`config.mk`:
```
export PLATFORM = sky130hd
export DESIGN_NAME = pipeline_ctrl_flat
export DESIGN_NICKNAME = d
export VERILOG_FILES = /design/src/rtl/pipeline_ctrl_if.sv /design/src/rtl/pipeline_ctrl.sv /design/src/flat_wrapper.sv
export SDC_FILE = /design/constraint.sdc
export NUM_CORES = 1
export LEC_CHECK = 0
export CELL_PAD_IN_SITES_DETAIL_PLACEMENT = 2
export CELL_PAD_IN_SITES_GLOBAL_PLACEMENT = 2
export CORE_MARGIN = 3
export CORE_UTILIZATION = 29
export DETAILED_ROUTE_END_ITERATION = 8
export PLACE_DENSITY = 0.77
export SLEW_MARGIN = 20
export SYNTH_ARGS = -nofsm -noshare
export SYNTH_HDL_FRONTEND = slang
export SYNTH_SLANG_ARGS = --single-unit
```
`constraint.sdc`:
```
create_clock -name clk -period 4.35 [get_ports clk]
set_clock_uncertainty 0.05 [all_clocks]
set_input_delay 0.87 -clock clk [delete_from_list [all_inputs] [get_ports clk]]
set_output_delay 0.87 -clock clk [all_outputs]
set_load 0.005 [all_outputs]
```
`src/rtl/pipeline_ctrl_if.sv`:
```
// pipeline_ctrl_if: ID-stage hazard inputs and stall/flush/forward outputs of the pipeline controller
interface pipeline_ctrl_if;
  logic        id_valid;
  logic [4:0]  id_rs1;
  logic [4:0]  id_rs2;
  logic        id_rs1_re;
  logic        id_rs2_re;
  logic [4:0]  id_rd;
  logic        id_rd_we;
  logic        id_mem_re;
  logic        id_mem_we;
  logic        branch_taken;
  logic        dmem_ready;
  logic        stall_if;
  logic        stall_id;
  logic        stall_ex;
  logic        stall_mem;
  logic        flush_id;
  logic        flush_ex;
  logic [1:0]  fwd_a;
  logic [1:0]  fwd_b;
  logic [31:0] stall_cnt;
  logic [31:0] flush_cnt;
  modport slave (
    input  id_valid, id_rs1, id_rs2, id_rs1_re, id_rs2_re, id_rd, id_rd_we,
           id_mem_re, id_mem_we, branch_taken, dmem_ready,
    output stall_if, stall_id, stall_ex, stall_mem, flush_id, flush_ex,
           fwd_a, fwd_b, stall_cnt, flush_cnt
  );
  modport master (
    output id_valid, id_rs1, id_rs2, id_rs1_re, id_rs2_re, id_rd, id_rd_we,
           id_mem_re, id_mem_we, branch_taken, dmem_ready,
    input  stall_if, stall_id, stall_ex, stall_mem, flush_id, flush_ex,
           fwd_a, fwd_b, stall_cnt, flush_cnt
  );
endinterface

```
`src/rtl/pipeline_ctrl.sv`:
```
// pipeline_ctrl: 5-stage hazard unit with load-use stall, branch flush, memory wait, forwarding and perf counters
module pipeline_ctrl (
  input logic           clk,
  input logic           rst,
  pipeline_ctrl_if.slave p
);
  typedef enum logic {RUN, MEM_WAIT} state_t;
  typedef struct packed {
    logic       v;
    logic [4:0] rd;
    logic       we;
    logic       ld;
    logic       mem;
  } shadow_t;
  state_t         state_q, state_d;
  shadow_t [2:0]  sh_q, sh_d;
  logic [1:0]     fwd_a_q, fwd_a_d, fwd_b_q, fwd_b_d;
  logic [31:0]    stall_cnt_q, stall_cnt_d, flush_cnt_q, flush_cnt_d;
  logic           ex_a, ex_b, mem_a, mem_b, mem_wait, br, lu, adv;
  shadow_t        id_sh;
  function automatic logic hit(input logic [4:0] s, input logic re, input shadow_t x);
    return re && s != 5'd0 && x.v && x.we && x.rd == s;
  endfunction
  // sh_q[0]=EX, sh_q[1]=MEM, sh_q[2]=WB
  always_comb begin
    ex_a        = hit(p.id_rs1, p.id_rs1_re, sh_q[0]);
    ex_b        = hit(p.id_rs2, p.id_rs2_re, sh_q[0]);
    mem_a       = hit(p.id_rs1, p.id_rs1_re, sh_q[1]);
    mem_b       = hit(p.id_rs2, p.id_rs2_re, sh_q[1]);
    mem_wait    = !p.dmem_ready && (state_q == MEM_WAIT || (sh_q[1].v && sh_q[1].mem));
    br          = !mem_wait && p.branch_taken;
    lu          = !mem_wait && !p.branch_taken && p.id_valid && sh_q[0].ld && (ex_a || ex_b);
    adv         = !mem_wait && !br && !lu;
    p.stall_if  = !rst && (mem_wait || lu);
    p.stall_id  = !rst && (mem_wait || lu);
    p.stall_ex  = !rst && mem_wait;
    p.stall_mem = !rst && mem_wait;
    p.flush_id  = !rst && br;
    p.flush_ex  = !rst && (br || lu);
    id_sh       = adv ? shadow_t'{p.id_valid, p.id_rd, p.id_rd_we, p.id_mem_re,
                                  p.id_mem_re || p.id_mem_we} : shadow_t'('0);
    state_d     = rst ? RUN : mem_wait ? MEM_WAIT : RUN;
    sh_d        = rst ? '0 : mem_wait ? sh_q : {sh_q[1], sh_q[0], id_sh};
    fwd_a_d     = rst ? 2'b00 : mem_wait ? fwd_a_q : !adv ? 2'b00 :
                  (ex_a && !sh_q[0].ld) ? 2'b01 : mem_a ? 2'b10 : 2'b00;
    fwd_b_d     = rst ? 2'b00 : mem_wait ? fwd_b_q : !adv ? 2'b00 :
                  (ex_b && !sh_q[0].ld) ? 2'b01 : mem_b ? 2'b10 : 2'b00;
    stall_cnt_d = rst ? '0 : stall_cnt_q + {31'd0, p.stall_if};
    flush_cnt_d = rst ? '0 : flush_cnt_q + {31'd0, p.flush_id};
  end
  always_ff @(posedge clk) begin
    state_q     <= state_d;
    sh_q        <= sh_d;
    fwd_a_q     <= fwd_a_d;
    fwd_b_q     <= fwd_b_d;
    stall_cnt_q <= stall_cnt_d;
    flush_cnt_q <= flush_cnt_d;
  end
  assign p.fwd_a     = fwd_a_q;
  assign p.fwd_b     = fwd_b_q;
  assign p.stall_cnt = stall_cnt_q;
  assign p.flush_cnt = flush_cnt_q;
endmodule
```
`src/flat_wrapper.sv`:
```
// flat-port wrapper written by rule: the top's interface ports become plain ports
module pipeline_ctrl_flat 
  (clk, rst, p_id_valid, p_id_rs1, p_id_rs2, p_id_rs1_re, p_id_rs2_re, p_id_rd, p_id_rd_we, p_id_mem_re, p_id_mem_we, p_branch_taken, p_dmem_ready, p_stall_if, p_stall_id, p_stall_ex, p_stall_mem, p_flush_id, p_flush_ex, p_fwd_a, p_fwd_b, p_stall_cnt, p_flush_cnt);
  pipeline_ctrl_if p_i ();
  input logic clk;
  input logic rst;
  input wire logic [$bits(p_i.id_valid)-1:0] p_id_valid;
  input wire logic [$bits(p_i.id_rs1)-1:0] p_id_rs1;
  input wire logic [$bits(p_i.id_rs2)-1:0] p_id_rs2;
  input wire logic [$bits(p_i.id_rs1_re)-1:0] p_id_rs1_re;
  input wire logic [$bits(p_i.id_rs2_re)-1:0] p_id_rs2_re;
  input wire logic [$bits(p_i.id_rd)-1:0] p_id_rd;
  input wire logic [$bits(p_i.id_rd_we)-1:0] p_id_rd_we;
  input wire logic [$bits(p_i.id_mem_re)-1:0] p_id_mem_re;
  input wire logic [$bits(p_i.id_mem_we)-1:0] p_id_mem_we;
  input wire logic [$bits(p_i.branch_taken)-1:0] p_branch_taken;
  input wire logic [$bits(p_i.dmem_ready)-1:0] p_dmem_ready;
  output wire logic [$bits(p_i.stall_if)-1:0] p_stall_if;
  output wire logic [$bits(p_i.stall_id)-1:0] p_stall_id;
  output wire logic [$bits(p_i.stall_ex)-1:0] p_stall_ex;
  output wire logic [$bits(p_i.stall_mem)-1:0] p_stall_mem;
  output wire logic [$bits(p_i.flush_id)-1:0] p_flush_id;
  output wire logic [$bits(p_i.flush_ex)-1:0] p_flush_ex;
  output wire logic [$bits(p_i.fwd_a)-1:0] p_fwd_a;
  output wire logic [$bits(p_i.fwd_b)-1:0] p_fwd_b;
  output wire logic [$bits(p_i.stall_cnt)-1:0] p_stall_cnt;
  output wire logic [$bits(p_i.flush_cnt)-1:0] p_flush_cnt;
  assign p_i.id_valid = p_id_valid;
  assign p_i.id_rs1 = p_id_rs1;
  assign p_i.id_rs2 = p_id_rs2;
  assign p_i.id_rs1_re = p_id_rs1_re;
  assign p_i.id_rs2_re = p_id_rs2_re;
  assign p_i.id_rd = p_id_rd;
  assign p_i.id_rd_we = p_id_rd_we;
  assign p_i.id_mem_re = p_id_mem_re;
  assign p_i.id_mem_we = p_id_mem_we;
  assign p_i.branch_taken = p_branch_taken;
  assign p_i.dmem_ready = p_dmem_ready;
  assign p_stall_if = p_i.stall_if;
  assign p_stall_id = p_i.stall_id;
  assign p_stall_ex = p_i.stall_ex;
  assign p_stall_mem = p_i.stall_mem;
  assign p_flush_id = p_i.flush_id;
  assign p_flush_ex = p_i.flush_ex;
  assign p_fwd_a = p_i.fwd_a;
  assign p_fwd_b = p_i.fwd_b;
  assign p_stall_cnt = p_i.stall_cnt;
  assign p_flush_cnt = p_i.flush_cnt;
  pipeline_ctrl u_core (.clk(clk), .rst(rst), .p(p_i));
endmodule
```
==> impl_metrics.ini, run 1 <==
[flow_run]
cap_violations = 0

[route]
drc = 0
drt-initial-drc-count = 120
via_count = 3742
ant_nets = 0
wire_per_inst_um = 17.0
drt_wl_total_mm = 12.8
vias_per_cell = 5.00
first_pass_iters = 4

[critical_path]
reg2reg_slack_ns = 1.11
r2r-end = u_core.p.flush_cnt[18]$_SDFF_PP0_
critPathKind = in2out
r2r_start = u_core.sh_q[9]$_SDFFE_PP0N_
required_ns = 3.43
crit_fanout = 9
start_kind = input port
endpoint_kind = output pin
arrival_ns = 3.11
reg2reg_depth = 11

[clock_tree]
cts_resized = 0
htreeDepth = 3
root_buffer = clkbuf_16
cts.reportedPaths.clkPinSlew_ns = 0.06
clock_latency_ns = 0.34
cts_tree = built
holdBufCountCts = 0
cts_buffers = 9
cts_buffer_depth = 2
cts.sinks = 86
post_cts_buffers = 0

[grt]
grt_pass1_wl_mm = 21.1
grt_max_degree = 60
first_global_vias = 4064
grt_usage_pct = 17.7
grt_overflow = 0
antenna_found_initial = 0

[synth]
async_flop_share_pct = 0
synth_edf_count = 0
ys_seq_area_share_pct = 43.3
synth_area_sq_mm = 0.00398
yosysTopAreaCell = dfxtp_1
yosysWarningCount = 0
ys_types = 40
syn_avg_cell_area_sq_um = 8.50
ys.flop_type = dfxtp_1
yosys-top-cells-count = 86 x dfxtp_1, 67 x nor2_1, 50 x nand2_1
syn_inst = 468
yosysTopAreaCellShare_pct = 43.3
synth_nets = 497
yosysMostFrequentCell = dfxtp_1
yosys-top-cells-area = dfxtp_1 43%, xor2_1 7.9%, xnor2_1 7.5%
synth_seq_cells = 86

[cells_and_area]
fillers = 1502
stdcell_count = 749
fin_area_sq_mm = 0.00548
antenna_cells = 0
syn_to_final_growth_pct = 37.9
drive_above_1_share_pct = 5.58
final_nets = 597
finalCoreUtilization_pct = 41.1
register_area_sq_mm = 0.00172
multiInputGateArea_sq_mm = 0.00214

[sta]
final-hold-violation-count = 0
max_freq_mhz = 248
setup_tns_ns = 0
fin_crit_ns = 4.03
worstMarginPinSlew_ns = 0.699
relSlewSlack_pct = 53.4
drv_slew = 0
rsz0062_at_grt = no
setup_viol_count_final = 0
fin_crit_sh_pct = 92.7

[power]
intPower_mw = 1.38
seqPwrFrac_pct = 46.1
leakage_nw = 1.83
swShare_pct = 20.7
pwr-share-clk_pct = 49.5
irDropWorstVdd_mv = 0.131
p_switching_mw = 0.360
combPwrFrac_pct = 4.4
power_density_mw_per_mm2 = 318

[placed_design]
gp_congestion = 0.825
place_area_sq_mm = 0.00515
dp.cells = 733
dp_hpwl_mm = 9.35
port_buffers = 98

[floorplanning]
initial_utilization_pct = 29.8
die-area_sq_mm = 0.0152
core_area_sq_mm = 0.0133
die_w_um = 123
num_rows = 42
ioPinCount = 99
die_y_um = 123

[run_status]
outcome = finished, final reports clean

[hold_path]
holdPathStages = 2
min_to = u_core.p.fwd_b[1]$_SDFFE_PP0N_
hold_path_class = reg2reg
timing.hold.worst.start = u_core.p.fwd_b[1]$_SDFFE_PP0N_
## cells in the final DEF, fill, tap and decap left out, drive strengths merged, types with 2 or more instances in the layout
cell type      netlist  routed
o2111ai              2       2
xor2                36      36
inv                  9       9
and4                10      10
or4                  4       4
o21ai               26      26
nor3                17      17
o31ai                3       3
buf                  6       8
nor2                67      67
clkbuf              10      13
nor2b                4       4
nand3               28      28
nand4               21      21
xnor2               34      34
dfxtp               86      86
bufinv               0       2
or3                  9       9
nand2               50      50
and3                 4       4
clkdlybuf4s50        0      97
nor4                 7       7
and2                 2       2
a21oi               21      21
ha                   4       4
## registers in the layout (all words and copies together) (netlist names)
register	count
u_core.p.flush_cnt	32
u_core.p.stall_cnt	32
u_core.sh_q	17
u_core.p.fwd_b	2
u_core.p.fwd_a	2
u_core.state_q	1
## worst max path at each step
stage / from / to / slack (ns) / cells past startpoint
5_1_grt: p_id_rs2[4] / u_core.p.stall_cnt[28]$_SDFF_PP0_ / 0.15 / 13
6_report: p_id_rs2[4] / p_flush_ex / 0.32 / 8
3_5_place_dp: p_id_rs2[4] / u_core.p.stall_cnt[28]$_SDFF_PP0_ / 0.14 / 13
2_1_floorplan: p_id_rs1[4] / u_core.p.stall_cnt[28]$_SDFF_PP0_ / 0.96 / 12
4_1_cts: p_id_rs2[4] / p_flush_ex / 0.28 / 8
3_3_place_gp: p_id_rs2[4] / u_core.p.stall_cnt[28]$_SDFF_PP0_ / 0.34 / 13
## logic make-up after synthesis
| kind of cell | count (synthesis) | share of synthesized area, % |
|---|---|---|
| XOR/XNOR | 70 | 15.4 |
| multiplexers | 1 | 0.252 |
| AND/OR/NAND/NOR | 226 | 29.3 |
| buffers and inverters | 25 | 2.77 |
| flip-flops | 86 | 43.3 |
| adder cells (fa/ha/maj) | 4 | 1.26 |
| AO/OA/AOI/OAI | 56 | 7.71 |
## cell type report
| cell class | count | area share (%) |
|---|---|---|
| Multi-Input combinational cell | 357 | 39.1 |
| Sequential cell | 86 | 31.4 |
| Timing Repair Buffer | 105 | 18.8 |
| Clock buffer | 13 | 4.93 |
| Tap cell | 176 | 4.02 |
| Clock inverter | 3 | 1.19 |
| Inverter | 9 | 0.616 |
## layer usage
metal | up-vias | part of all wire, % | track usage, %
met1 | 1853 | 45 | 21.9
li1 | 1810 | - | -
met4 | 0 | 1.5 | 6.71
met3 | 14 | 2.5 | 2.70
met5 | - | 0 | 0
met2 | 65 | 51 | 31.0
## metrics by stage
| step | hold slack, ns | power (mW) | setup WS [ns] |
|---|---|---|---|
| 2_1_floorplan | 0.374 | 0.854 | 0.964 |
| 3_3_place_gp | 0.392 | 0.896 | 0.342 |
| 3_5_place_dp | 0.397 | 0.899 | 0.143 |
| 4_1_cts | 0.412 | 1.77 | 0.277 |
| 5_1_grt | 0.436 | 1.82 | 0.150 |
| 6_report | 0.406 | 1.74 | 0.319 |
## worst max-delay path: stages
cell and delay [ns]:
clkdlybuf4s50_1 0.55, xnor2_1 0.17, and4_1 0.22, nand4_1 0.19, a21oi_1 0.28, buf_4 0.21
o21a_1 0.12, clkdlybuf4s50_1 0.50
## power groups by stage
| stage | Combinational, mW | Clock, mW | Sequential [mW] |
|---|---|---|---|
| floorplan | 0.0361 | 0 | 0.817 |
| global placement | 0.0757 | 0 | 0.821 |
| detailed placement | 0.0778 | 0 | 0.821 |
| CTS | 0.0784 | 0.889 | 0.803 |
| global route | 0.0859 | 0.927 | 0.803 |
| finish | 0.0767 | 0.862 | 0.803 |
Note: power is estimated with default switching activity, not from simulation.
==> run 2, diff against run 1 <==
--- a/config.mk
+++ b/config.mk
@@ -5,12 +5,11 @@
 export SDC_FILE = /design/constraint.sdc
 export NUM_CORES = 1
 export LEC_CHECK = 0
-export CELL_PAD_IN_SITES_DETAIL_PLACEMENT = 2
-export CELL_PAD_IN_SITES_GLOBAL_PLACEMENT = 2
 export CORE_MARGIN = 3
-export CORE_UTILIZATION = 29
+export CORE_UTILIZATION = 34
 export DETAILED_ROUTE_END_ITERATION = 8
-export PLACE_DENSITY = 0.77
+export MAX_ROUTING_LAYER = met4
+export PLACE_DENSITY = 0.55
 export SLEW_MARGIN = 20
 export SYNTH_ARGS = -nofsm -noshare
 export SYNTH_HDL_FRONTEND = slang
==> impl_metrics.ini, run 2 (synthesis gave the netlist of run 1 again) <==
[critical_path]
worstPathCellList = clkdlybuf4s50_1 > xnor2_1 > and4_1 > nand4_1 > a21oi_1 > buf_4 > o21a_1 > clkdlybuf4s50_1
slowest_stage = clkdlybuf4s50_1
required_ns = 3.43
start_kind = input port
slowest_delay_ns = 0.55
critPathBufInv = 3
crit_fanout = 9
critPathKind = in2out
crit_path_frequent_cell = clkdlybuf4s50_1
endpoint_kind = output pin
arrival_ns = 3.00
cp_top_family = buffers and inverters

[power]
power_mw = 1.58
swShare_pct = 21.2
combPwrFrac_pct = 4.7
intPower_mw = 1.25
power_density_mw_per_mm2 = 295
pwr-share-clk_pct = 44.5
leakage_nw = 1.80
irDropWorstVdd_mv = 0.178
seqPwrFrac_pct = 50.7
p_switching_mw = 0.336

[route]
drt_wl_total_mm = 10.4
first_pass_iters = 5
wire_per_inst_um = 14.6
via_count = 3581
drc = 0
ant_nets = 0
drt-initial-drc-count = 110
vias_per_cell = 5.03

[cells_and_area]
register_area_sq_mm = 0.00172
fin_area_sq_mm = 0.00537
fillers = 1137
mostFrequentLayoutCell = clkdlybuf4s50_1
stdcell_count = 712
syn_to_final_growth_pct = 35.1
final_nets = 597
antenna_cells = 0
finalCoreUtilization_pct = 48.3
layout_common_cells = 97 x clkdlybuf4s50_1, 86 x dfxtp_1, 67 x nor2_1
drive_above_1_share_pct = 5.07
multiInputGateArea_sq_mm = 0.00214

[grt]
first_global_vias = 3444
grt_pass1_wl_mm = 17.3
grt_max_degree = 65
antenna_found_initial = 0
grt_usage_pct = 16.8
grt_overflow = 0

[clock_tree]
cts_tree = built
post_cts_buffers = 0
cts.reportedPaths.clkPinSlew_ns = 0.06
cts_buffers = 9
cts_buffer_depth = 2
clock_latency_ns = 0.33
holdBufCountCts = 0
htreeDepth = 3
cts.sinks = 86
cts_resized = 0
root_buffer = clkbuf_16

[floorplanning]
initial_utilization_pct = 35.7
die_w_um = 114
core_area_sq_mm = 0.0111
die-area_sq_mm = 0.0130
die_y_um = 114
num_rows = 38
ioPinCount = 99

[run_status]
outcome = finished, final reports clean

[hold_path]
hold_path_class = reg2reg

[placed_design]
dp.cells = 697
place_area_sq_mm = 0.00510
gp_congestion = 0.855
dp_hpwl_mm = 7.58
place_ws_ns = 0.326
port_buffers = 98

[sta]
fin_crit_sh_pct = 90.1
worst_slack_ns = 0.432
drv_slew = 0
max_freq_mhz = 255
fin_crit_ns = 3.92
whs_ns = 0.404
rsz0062_at_grt = no
worstMarginPinSlew_ns = 0.676
relSlewSlack_pct = 53.8
final-hold-violation-count = 0
setup_tns_ns = 0
setup_viol_count_final = 0

[flow_run]
cap_violations = 0
## run 2: cell count changes in the layout (fill, tap and decap cells not counted), sizes merged
cell    previous run  this run
bufinv             2         0
clkbuf            13        14
## run 2: final timing paths
| kind | start | end | slack [ns] | depth (start not counted) |
|---|---|---|---|---|
| setup / recovery | p_id_rs1[4] | p_flush_ex | 0.43 | 8 |
| hold / removal | u_core.sh_q[0]$_SDFFE_PP0N_ | u_core.sh_q[0]$_SDFFE_PP0N_ | 0.40 | 2 |
| setup reg to reg | u_core.sh_q[7]$_SDFFE_PP0N_ | u_core.p.stall_cnt[30]$_SDFF_PP0_ | 1.29 | 12 |
| hold reg to reg | u_core.sh_q[0]$_SDFFE_PP0N_ | u_core.sh_q[0]$_SDFFE_PP0N_ | 0.40 | 2 |
## run 2: final cells by class
| cell class | instances | share of cell area [%] |
|---|---|---|
| Multi-Input combinational cell | 357 | 39.9 |
| Clock buffer | 14 | 4.91 |
| Timing Repair Buffer | 105 | 19.1 |
| Clock inverter | 1 | 0.0932 |
| Inverter | 9 | 0.629 |
| Tap cell | 140 | 3.26 |
| Sequential cell | 86 | 32.0 |
## run 2: worst min-delay path, cell delays in order (launching register included)
cell and delay (ns):
dfxtp_1 0.32, nand2_1 0.04, o21ai_0 0.06
## run 2: power groups by stage
stage	registers, mW	clock network (mW)	logic (mW)
final	0.803	0.705	0.0752
after global routing	0.803	0.765	0.0833
after CTS	0.803	0.734	0.0762
after detailed placement	0.821	0	0.0756
after global placement	0.820	0	0.0747
after floorplan	0.817	0	0.0361
## run 2: routing by layer
metal	vias to the layer above	wire (um)	GRT usage [%]
met3	16	338	3.59
met1	1667	4830	21.2
li1	1819	-	-
met2	79	5010	26.7
met5	-	0	-
met4	0	194	6.10
